[src/rtl/if_pkg.sv]
// Shared types and sizing for the instruction fetch unit.
// Define IF_PREFETCH_EN for a 2-entry prefetch buffer; otherwise a single entry is used.
package if_pkg;

  localparam int unsigned INSTR_BYTES = 4;

`ifdef IF_PREFETCH_EN
  localparam int unsigned FETCH_DEPTH = 2;
`else
  localparam int unsigned FETCH_DEPTH = 1;
`endif

  typedef struct packed {
    logic [31:0] instr;
    logic [31:0] pc;
  } fetch_entry_t;

  typedef enum logic [1:0] {
    BOOT,
    RUN,
    DRAIN
  } fetch_state_e;

endpackage

[src/rtl/if_fetch_fifo.sv]
// Shift-register FIFO of fetched {instr, pc} entries; slot 0 is always the head.
// Vacated slots are cleared so an empty FIFO presents an all-zero head.
module if_fetch_fifo
  import if_pkg::*;
#(
  parameter int unsigned DEPTH = 2,
  localparam int unsigned CW = $clog2(DEPTH + 1)
) (
  input  logic          clk,
  input  logic          rst_n,
  input  logic          push,
  input  logic          pop,
  input  logic          flush,
  input  fetch_entry_t  wdata,
  output fetch_entry_t  head,
  output logic          full,
  output logic          empty,
  output logic [CW-1:0] count
);

  fetch_entry_t  mem_q [DEPTH];
  fetch_entry_t  mem_d [DEPTH];
  logic [CW-1:0] count_q;
  logic [CW-1:0] count_d;
  logic [CW-1:0] wr_idx;

  // Pop shifts toward the head; push lands behind the surviving entries.
  always_comb begin
    for (int unsigned i = 0; i < DEPTH; i++) mem_d[i] = mem_q[i];
    count_d = count_q;
    wr_idx  = count_q - CW'(pop);
    if (flush) begin
      for (int unsigned i = 0; i < DEPTH; i++) mem_d[i] = '0;
      count_d = '0;
    end else begin
      if (pop) begin
        for (int unsigned i = 0; i + 1 < DEPTH; i++) mem_d[i] = mem_q[i + 1];
        mem_d[DEPTH-1] = '0;
      end
      if (push) begin
        for (int unsigned i = 0; i < DEPTH; i++) begin
          if (wr_idx == CW'(i)) mem_d[i] = wdata;
        end
      end
      count_d = count_q + CW'(push) - CW'(pop);
    end
  end

  always_ff @(posedge clk or negedge rst_n) begin
    if (!rst_n) begin
      for (int unsigned i = 0; i < DEPTH; i++) mem_q[i] <= '0;
      count_q <= '0;
    end else begin
      for (int unsigned i = 0; i < DEPTH; i++) mem_q[i] <= mem_d[i];
      count_q <= count_d;
    end
  end

  assign head  = mem_q[0];
  assign full  = (count_q == CW'(DEPTH));
  assign empty = (count_q == '0);
  assign count = count_q;

endmodule

[src/rtl/if_fetch_unit.sv]
// Instruction fetch: issues in-order word fetches, buffers responses, handles decode redirects.
// Buffer depth and outstanding limit follow IF_PREFETCH_EN (2 when defined, else 1).
module if_fetch_unit
  import if_pkg::*;
#(
  parameter logic [31:0] RESET_PC = 32'h0000_0000
) (
  input  logic        clk,
  input  logic        rst_n,
  input  logic        stallF,
  input  logic        pcsrcD,
  input  logic [31:0] pcbranchD,
  output logic        imem_req,
  output logic [31:0] imem_addr,
  input  logic        imem_rvalid,
  input  logic [31:0] imem_rdata,
  output logic [31:0] instr,
  output logic [31:0] pcplus4,
  output logic        instr_valid
);

  localparam int unsigned DEPTH = FETCH_DEPTH;
  localparam int unsigned CW    = $clog2(DEPTH + 1);
  localparam int unsigned SW    = CW + 1;

  fetch_state_e  state_q;
  fetch_state_e  state_d;
  logic [31:0]   fpc_q;
  logic [CW-1:0] outst_q;
  logic [CW-1:0] outst_after_rsp;
  logic [CW-1:0] drop_q;
  logic [CW-1:0] drop_d;
  logic [SW-1:0] budget;
  logic [31:0]   rsp_pc;
  logic          push;
  logic          pop;
  logic          fifo_full;
  logic          fifo_empty;
  logic [CW-1:0] fifo_count;
  fetch_entry_t  head;
  fetch_entry_t  wentry;

  assign instr_valid     = !fifo_empty;
  assign pop             = instr_valid && !stallF && !pcsrcD;
  assign budget          = SW'(fifo_count) + SW'(outst_q) - SW'(pop);
  assign outst_after_rsp = outst_q - CW'(imem_rvalid);
  // In RUN every in-flight request is live, so the oldest one sits outst_q words behind fpc.
  assign rsp_pc          = fpc_q - (32'(outst_q) * 32'(INSTR_BYTES));
  assign wentry          = '{instr: imem_rdata, pc: rsp_pc};

  // Next-state, request and push decisions.
  always_comb begin
    state_d  = state_q;
    drop_d   = drop_q;
    imem_req = 1'b0;
    push     = 1'b0;
    unique case (state_q)
      BOOT: state_d = RUN;
      RUN: begin
        push     = imem_rvalid && !pcsrcD && (!fifo_full || pop);
        imem_req = !pcsrcD && (budget < SW'(DEPTH));
        if (pcsrcD) begin
          drop_d  = outst_after_rsp;
          state_d = (outst_after_rsp != '0) ? DRAIN : RUN;
        end
      end
      DRAIN: begin
        drop_d  = drop_q - CW'(imem_rvalid);
        state_d = (drop_d == '0) ? RUN : DRAIN;
      end
      default: state_d = BOOT;
    endcase
  end

  always_ff @(posedge clk or negedge rst_n) begin
    if (!rst_n) begin
      state_q <= BOOT;
      fpc_q   <= RESET_PC;
      outst_q <= '0;
      drop_q  <= '0;
    end else begin
      state_q <= state_d;
      drop_q  <= drop_d;
      outst_q <= outst_after_rsp + CW'(imem_req);
      if (pcsrcD) begin
        fpc_q <= pcbranchD;
      end else if (imem_req) begin
        fpc_q <= fpc_q + 32'(INSTR_BYTES);
      end
    end
  end

  if_fetch_fifo #(
    .DEPTH(DEPTH)
  ) u_fifo (
    .clk  (clk),
    .rst_n(rst_n),
    .push (push),
    .pop  (pop),
    .flush(pcsrcD),
    .wdata(wentry),
    .head (head),
    .full (fifo_full),
    .empty(fifo_empty),
    .count(fifo_count)
  );

  assign imem_addr = fpc_q;
  assign instr     = instr_valid ? head.instr : '0;
  assign pcplus4   = instr_valid ? (head.pc + 32'(INSTR_BYTES)) : '0;

endmodule

[config.mk]
export PLATFORM = sky130hd
export DESIGN_NAME = if_fetch_unit
export DESIGN_NICKNAME = d
export VERILOG_FILES = /design/src/rtl/if_pkg.sv /design/src/rtl/if_fetch_fifo.sv /design/src/rtl/if_fetch_unit.sv
export SDC_FILE = /design/constraint.sdc
export NUM_CORES = 1
export LEC_CHECK = 0
export ABC_AREA = 0
export BUFFER_PORTS_ARGS = -buffer_cell sky130_fd_sc_hd__buf_2
export CELL_PAD_IN_SITES_DETAIL_PLACEMENT = 0
export CELL_PAD_IN_SITES_GLOBAL_PLACEMENT = 1
export CORE_ASPECT_RATIO = 0.5
export CORE_UTILIZATION = 38
export CTS_CLUSTER_DIAMETER = 120
export DETAILED_ROUTE_END_ITERATION = 8
export PLACE_DENSITY = 0.84
export SLEW_MARGIN = 20
export SYNTH_ARGS = -nofsm -noshare
export SYNTH_HDL_FRONTEND = slang
export SYNTH_HIERARCHICAL = 1
export SYNTH_SLANG_ARGS = --single-unit
[constraint.sdc]
create_clock -name clk -period 3.1 [get_ports clk]
set_clock_uncertainty 0.2 [all_clocks]
set_input_delay 0.155 -clock clk [delete_from_list [all_inputs] [get_ports clk]]
set_output_delay 0.155 -clock clk [all_outputs]
set_load 0.03 [all_outputs]
======== Yosys cells after proc, flatten, opt, wreduce, memory -nomap -nowiden ========
Cells that the tools add are included.
cells by class
  add/sub/neg operators ................... 11
  $lt $le $gt $ge ......................... 1
  eq/ne operators ......................... 3
  mux-type cells .......................... 17
  reductions and logical operators ........ 13
operator list
  kind                                                        number
  two-way mux 64 bit                                          4
  two-way mux 32 bit                                          4
  adder 32 x 3 -> 32 bit, second input constant               2
  subtractor 32 x 3 -> 32 bit                                 1
  two-way mux 2 bit                                           3
  one-hot mux 2 bit (3 select lines)                          1
  logical AND 1 bit                                           5
  two-way mux 1 bit                                           4
  nonzero test 2 bit                                          2
  subtractor 1 bit                                            4
  logical NOT 1 bit                                           3
  adder 1 bit                                                 2
  adder 1 x 1 -> 2 bit                                        1
  equality test 2 x 1 -> 1 bit, second input constant         1
  equality test 2 bit, second input constant                  1
  logical NOT 2 bit                                           1
  less-than comparator 2 x 1 -> 1 bit, second input constant  1
  inequality test 2 bit, second input constant                1
  one-hot mux 1 bit (2 select lines)                          1
  AND reduction 2 bit                                         1
  subtractor 2 x 1 -> 2 bit                                   1
  logical OR 1 bit                                            1
storage, ports and cells
  register bits ........................... 101
  input port bits ......................... 69
  output and inout bits ................... 98
  word-level logic and storage cells ...... 52

======== Depth between registers and ports, before layout ========
Gate-level depths: netlist of the first run.
  depth after elaboration ................. 9
  gate-level depth with buffers ........... 12
  depth with buffers taken out ............ 11

======== By module ========
The synthesis of the first run kept the hierarchy.
by module, submodules not included
  module         times used  cells each  area each (um^2)  seq. area each (um^2)
  if_fetch_fifo  1           306         3821.2            1626.6
  if_fetch_unit  1           477         3669.8            900.9

======== Worst setup path before layout of the first run ========
OpenSTA, ideal clock, no wires.
  path kind ............................... reg-to-reg
  start ................................... register u_fifo.count_q (netlist: u_fifo/count)
  end ..................................... register fpc_q[26] (netlist: imem_addr[26])
  setup time .............................. 0.069 ns
  arrival ................................. 3.109 ns
  required time ........................... 2.831 ns
  setup slack ............................. -0.278 ns
  cell stages (with the launch flop) ...... 11
  buffers on the path ..................... 0
  period minus slack after synthesis ...... 3.378 ns
  cells stage by stage .................... dfrtp_1 inv_1 nor3_1 ha_1 inv_1 ha_1 or4b_4 nor4_4 nand4_4 or4_1 nand3_1
between the ends
  longest elaborated chain between the ends .. 7
  elaborated cells between the ends (all ways) .. 8
ends and longest elaborated chain
  what                                 RTL line             source
  start, declared                      if_fetch_fifo.sv:23  logic [CW-1:0] count_q;
  start signal, assigned               if_fetch_fifo.sv:55  count_q <= count_d;
  logical AND 1 bit (2 in a row)       if_fetch_unit.sv:44  assign pop = instr_valid && !stallF && !pcsrcD;
  net pop                              if_fetch_unit.sv:36  logic pop;
  subtractor 2 x 1 -> 2 bit            if_fetch_unit.sv:45  assign budget = SW'(fifo_count) + SW'(outst_q) - SW'(pop);
  less-than comparator 2 x 1 -> 1 bit  if_fetch_unit.sv:61  imem_req = !pcsrcD && (budget < SW'(DEPTH));
  logical AND 1 bit                    if_fetch_unit.sv:61
  two-way mux 1 bit                    if_fetch_unit.sv:57  unique case (state_q)
  nonzero test 2 bit (no source line)  --
  end signal, assigned                 if_fetch_unit.sv:86  fpc_q <= pcbranchD;
  end signal, assigned                 if_fetch_unit.sv:88  fpc_q <= fpc_q + 32'(INSTR_BYTES);
  end, declared                        if_fetch_unit.sv:28  logic [31:0] fpc_q;
The timed path passes the listed nets, and every way through them passes these cells.
A chain may end at the register's enable or synchronous reset.

======== Worst setup path in the final report of the first run ========
Same ends and word-level chain as after synthesis.

==> flow_summary.yaml, run 1 <==
timing:
  final_hold_viol_count: 0
  rsz0062_at_grt: "no"
  tns_ps: 0
  drv_slew: 0
  fin_crit_sh_pct: 95.4
  tightestPinTransition_ps: 883
  hold_slack_ps: 261
  post-route-min-period_ps: 2960
  setup_violations: 0
  max-slew-margin-rel_pct: 41.1
  max_freq_mhz: 338
drt:
  ant_nets: 0
  routedWlPerCell_um: 16.9
  wl_mm: 21.4
  vias_per_cell: 5.26
  first_pass_iters: 5
  drc: 0
  via_count: 6632
  drtIter0Drc: 397
run:
  cap_violations: 0
logic_synthesis:
  synthTopCellsByArea: "dfrtp_1 (34%), o32ai_2 (13%), nand3b_1 (6.6%), xor2_1 (6.4%), nand2b_1 (5.4%)"
  synth_area_per_cell_sq_um: 9.57
  yosys.area.top_type: "dfrtp_1"
  yosysWarnings: 6
  synth_area_sq_um: 7490
  ys.flop_type: "dfrtp_1"
  async_flop_share_pct: 100
  synth.top_cell.area_share_pct: 33.7
  synth_edf_count: 0
  synth_nets: 858
  synth-seq-cells: 101
  seq_area_frac_synth_pct: 33.7
  synth.distinct_cells: 58
  synthCells: 783
hold_path:
  worstHoldPathType: "in -> async"
layout:
  stdcell_count: 1260
  drive_above_1_share_pct: 31.7
  area_growth_pct: 28.7
  antenna_cells: 0
  nets: 1071
global_routing:
  grt_overflow_total: 0
  grt-busiest-layer: "met2"
  grt_max_degree: 103
  grt_usage_pct: 21.1
  grt_first_pass_wirelength_mm: 34.6
  antenna_found_initial: 0
  grt_pass1_vias: 6423
  gr-usage-met2_pct: 32.7
  met3_usage_pct: 3.54
  met1_usage_pct: 30.9
clocking:
  cts-buffers-inserted: 9
  clock_latency_ps: 350
  clock_sinks: 101
  cts_tree: "built"
  clockRootBuffer: "clkbuf_16"
  clockBufferDepth: 2
  cts_resized: 0
  cts.htree.levels: 3
  clk_pin_slew_ps: 70
worst_setup_path:
  cp_slowest_cell: "or4b_4"
  cp.arrival_ps: 3030
  cp_common_cell: "ha_1"
  path_class: "reg -> reg"
  cp_max_fo: 5
  worstPathCellList: "inv_2 -> nor3_4 -> ha_1 -> inv_1 -> ha_1 -> or4b_4 -> nor4_4 -> buf_4 -> nand4_4 -> or4_1 -> nand3_1"
  cp.required_ps: 3180
  end_kind: "register"
  worst_path_largest_cell_delay_ps: 540
  cp-start-kind: "register"
placement:
  routabilityCongestion: 0.824
  post-dp-hpwl_mm: 14.5
  dpl.cell_count: 1178
  numPortBuffers: 166
floorplan:
  initial_core_util_pct: 39.8
  die-area_sq_um: 20300
  coreArea_sq_um: 18800
  die_x_um: 201
  io_pins: 167
  die_h_um: 101
  rows: 35
power:
  power.internal_mw: 2.82
  vdd_ir_drop_max_mv: 0.289
  p_leak_nw: 4.04
  switching_share_pct: 37.0
  power.density_nw_per_um2: 464
  power.switching_mw: 1.66
  p_clk_share_pct: 27.9
  p_comb_share_pct: 34.7
  power.share.sequential_pct: 37.3
outcome:
  status: "complete, no violations"
sequential cells by signal, indices dropped and copies added (netlist names):
signal and count:
u_fifo/head 64, state_q 2, u_fifo/count 1, imem_addr 32, outst_q 1, drop_q 1
kinds of logic (layout without fill, tap and decap cells):
logic type,Yosys count,after routing,synth area share [%]
AOI/OAI and AO/OA,120,120,18.2
xor gates and xnor gates,75,75,8.77
adders and majority gates,6,6,1.00
buffers and inverters,90,308,6.26
DFF,101,101,33.7
muxes,6,6,0.902
and+or+nand+nor,385,385,31.1
area by class of cell:
class / count / area [sq um]
inverters: 16 / 60.1
fillers: 1799 / 9190
multi-input cells: 592 / 4540
clock inverters: 5 / 82.6
flip-flops and latches: 101 / 2530
clock buffers: 11 / 243
repair buffers: 276 / 1870
well taps: 259 / 324
worst max-delay path, delay by kind of cell, from the launching register on:
kind,cells,cell delay (ps)
buffers and inverters,3,310
adder cells (fa/ha/maj),2,480
AND/OR/NAND/NOR,6,1530
flip-flops,1,380
path summary, 6_finish.rpt:
kind	start	to	slack [ps]	cells past startpoint
setup reg to reg	u_fifo/count	imem_addr[26]	140	11
hold / removal	rst_n	imem_addr[22]	260	2
setup / recovery	u_fifo/count	imem_addr[26]	140	11
hold reg to reg	imem_addr[0]	imem_addr[0]	340	1
min in group clk	pcsrcD	imem_addr[31]	280	6
max in group asynchronous	rst_n	u_fifo/head[51]	1560	3
repair_timing:
item	CTS	global route
endpoints found under the hold margin	132	0
setup buffers	0	0
hold buffers	66	0
Yosys cell counts, types with 6 or more instances:
cell,number
dfrtp_1,101
nand3b_1,66
nand2b_1,65
o32ai_2,60
nand2_1,55
xor2_1,55
nor2_1,53
nor2b_1,39
clkbuf_1,33
nand3_1,30
o21ai_0,22
xnor2_1,20
buf_2,18
nand4_1,18
inv_1,16
buf_4,11
nor3_1,10
buf_6,9
a21oi_1,8
nor4_1,7
ha_1,6
mux2_2,6
power groups by stage:
stage	logic, mW	registers, mW	clock network (mW)
after global placement	1.45	1.68	0
after floorplan	1.01	1.74	0
after CTS	1.55	1.67	1.29
after global routing	1.69	1.70	1.34
final	1.55	1.67	1.25
after detailed placement	1.48	1.69	0
through the flow:
step / util [%] / total power [mW] / cell area, sq um / setup WS [ps]
2_1_floorplan: - / 2.75 / 7500 / 25.2
3_3_place_gp: 46.0 / 3.14 / 8650 / 175
3_5_place_dp: 46.0 / 3.17 / 8650 / 53.9
4_1_cts: 51.2 / 4.51 / 9640 / 52.7
5_1_grt: 51.2 / 4.73 / 9640 / 29.8
6_report: 51.2 / 4.47 / 9640 / 143
cell usage in the layout, fill, tap and decap left out, types with 3 or more instances in the layout:
master / count
nor2b_1: 38
mux2_2: 6
buf_2: 164
o32ai_1: 4
or2_2: 3
o32ai_2: 60
dfrtp_1: 101
buf_4: 42
nand2b_1: 65
o21ai_0: 22
dlygate4sd3_1: 66
nor4_1: 7
nor3_1: 9
or4_4: 3
a31oi_1: 5
and3_1: 4
inv_1: 15
clkbuf_16: 9
and2_1: 5
o22ai_1: 3
ha_1: 6
nand2_1: 55
xnor2_1: 20
nor4_4: 5
xor2_1: 54
or3_1: 5
nand3_1: 30
nand4_1: 18
nand3b_1: 66
a21oi_1: 8
buf_12: 3
and4_1: 4
nor2_1: 53
per-layer routing:
layer	wire length (um)	part of all wire [%]
met3	1030	4.8
met5	0	0
met2	9580	45
met1	10600	49
met4	192	0.90
Power figures use the tool's default switching activity.
==> run 2, diff against run 1 <==
BUFFER_PORTS_ARGS = not set   (was -buffer_cell sky130_fd_sc_hd__buf_2)
CORE_UTILIZATION = 45   (was 38)
DONT_BUFFER_PORTS = 1   (was not set)
SKIP_LAST_GASP = 1   (was not set)
==> run 2 against run 1 <==
Compared with the run above: fmax shrank 0.11%; setup slack lost 3.3 ps; count of clock-buffer cells in the layout is the same; highest routed layer unchanged; largest power group unchanged; utilization grew 5.7 points; flip-flop and latch count is the same; critical path type unchanged.
==> flow_summary.yaml, run 2 (synthesis gave the netlist of run 1 again) <==
outcome:
  status: "complete, no violations"
clocking:
  clock_latency_ps: 350
  clockRootBuffer: "clkbuf_16"
  clk_pin_slew_ps: 70
  cts.htree.levels: 3
  cts-buffers-inserted: 9
  cts_tree: "built"
  clockBufferDepth: 2
  clock_sinks: 101
drt:
  met1Wirelength_mm: 9.86
  drc: 0
  first_pass_iters: 5
  vias_per_cell: 5.71
  met3_length_mm: 1.49
  routedWlPerCell_um: 18.6
  ant_nets: 0
  drtIter0Drc: 398
  wl_met2_mm: 8.59
  wl_mm: 20.1
  via_count: 6158
  dr.max_layer_used: "met4"
floorplan:
  die_h_um: 93.2
  rows: 32
  initial_core_util_pct: 47.4
  coreArea_sq_um: 15800
  io_pins: 167
  die_x_um: 184
  die-area_sq_um: 17200
timing:
  final_hold_viol_count: 0
  tns_ps: 0
  tightestPinTransition_ps: 663
  hold_slack_ps: 25.6
  fin_crit_sh_pct: 95.5
  max_freq_mhz: 338
  max-slew-margin-rel_pct: 55.8
  rsz0062_at_grt: "no"
  post-route-min-period_ps: 2960
  drv_slew: 0
  setup_violations: 0
worst_setup_path:
  worst_path_largest_cell_delay_ps: 530
  path_class: "reg -> reg"
  end_kind: "register"
  path_delay_family: "simple AND/OR/NAND/NOR gates"
  cp_common_cell: "ha_1"
  cp.required_ps: 3170
  reg2regPathDepth: 11
  cp.arrival_ps: 3030
  crit_buf_inv: 3
  reg2reg_to: "imem_addr[31]"
  reg2reg_from: "u_fifo/count"
  cp-start-kind: "register"
  cp_slowest_cell: "or4b_4"
  cp_max_fo: 6
  rrSetupSlack_ps: 140
  worstPathCellList: "inv_2 -> nor3_4 -> ha_1 -> inv_1 -> ha_1 -> or4b_4 -> nor4_4 -> buf_6 -> nand3_1 -> or3_1 -> a31oi_1"
hold_path:
  worstHoldPathType: "in -> reg"
  hold-path-cell-count: 4
  hold_end: "drop_q"
  hold_path.startpoint: "pcsrcD"
power:
  p_leak_nw: 3.41
  power.density_nw_per_um2: 483
  total_power_mw: 4.35
  vdd_ir_drop_max_mv: 0.356
layout:
  fin_util_pct: 56.9
  fill_cells: 1369
  final_cell_mix: "dfrtp_1 (101), nand3b_1 (66), dlygate4sd3_1 (66)"
  regArea_sq_um: 2530
  area_growth_pct: 20.1
  drive_above_1_share_pct: 20.4
  final_common_cell: "dfrtp_1"
  antenna_cells: 0
  nets: 928
  multi_input_area_sq_um: 4540
  largest_register_ffs: 64
global_routing:
  grt_pass1_vias: 5909
  grt_first_pass_wirelength_mm: 31.5
  antenna_found_initial: 0
  grt_usage_pct: 23.4
  grt_max_degree: 175
  grt_overflow_total: 0
placement:
  routabilityCongestion: 0.839
  numPortBuffers: 0
  post-dp-hpwl_mm: 13.1
run:
  cap_violations: 0
[run 2: changes by cell type in the layout (fill, tap and decap cells not counted), sizes merged]
| cell | change |
|---|---|
| inv | -1 |
| buf | -143 |
| bufinv | -1 |
| clkinvlp | +2 |
[run 2: stage by stage]
stage / area [sq um] / setup slack, ps / std cells
6_report: 8990 / 140 / 1079
4_1_cts: 8910 / 84.4 / 1072
2_1_floorplan: 7500 / 25.2 / 783
3_5_place_dp: 7890 / 115 / 988
3_3_place_gp: 7890 / 156 / 988
5_1_grt: 8990 / 22.4 / 1079
[run 2: worst register-to-register path: stages, from the launching register on]
cell     delay (ps)
dfrtp_1         400
inv_2            80
nor3_4           40
ha_1            260
inv_1            40
ha_1            280
or4b_4          530
nor4_4          300
buf_6           160
nand3_1          80
or3_1           330
a31oi_1         180
[run 2: worst max-delay path by stage]
stage,endpoint,depth (start not counted),from,slack (ps)
floorplan,imem_addr[26],10,u_fifo/count,30
global placement,imem_addr[26],11,u_fifo/count,160
detailed placement,u_fifo/head[21],9,u_fifo/count,110
CTS,imem_addr[31],11,u_fifo/count,80
global route,imem_addr[26],11,u_fifo/count,20
finish,imem_addr[31],11,u_fifo/count,140
[run 2: layout make-up]
class,count,area share [%]
multi-input cells,592,50.5
flip-flops and latches,101,28.1
clock inverters,5,0.654
repair buffers,133,14.2
well taps,221,3.07
clock buffers,11,2.81
inverters,16,0.668
[run 2: routing by layer]
| layer | track usage, % | vias up |
|---|---|---|
| li1 | - | 2925 |
| met1 | 34.3 | 3006 |
| met2 | 34.7 | 213 |
| met3 | 5.49 | 14 |
| met4 | 5.14 | 0 |
| met5 | 0 | - |
[run 2: power breakdown]
group          total (mW)  switching [mW]  internal, mW
clock                1.19           0.521         0.671
sequential           1.66           0.195          1.47
combinational        1.49           0.913         0.578
total                4.35            1.63          2.72
[run 2: what timing repair did]
item	in CTS	in global routing
gates resized for setup	0	2
endpoints found under the setup margin	0	2
endpoints found under the hold margin	202	0
hold buffers	68	0
buffers inserted	0	6
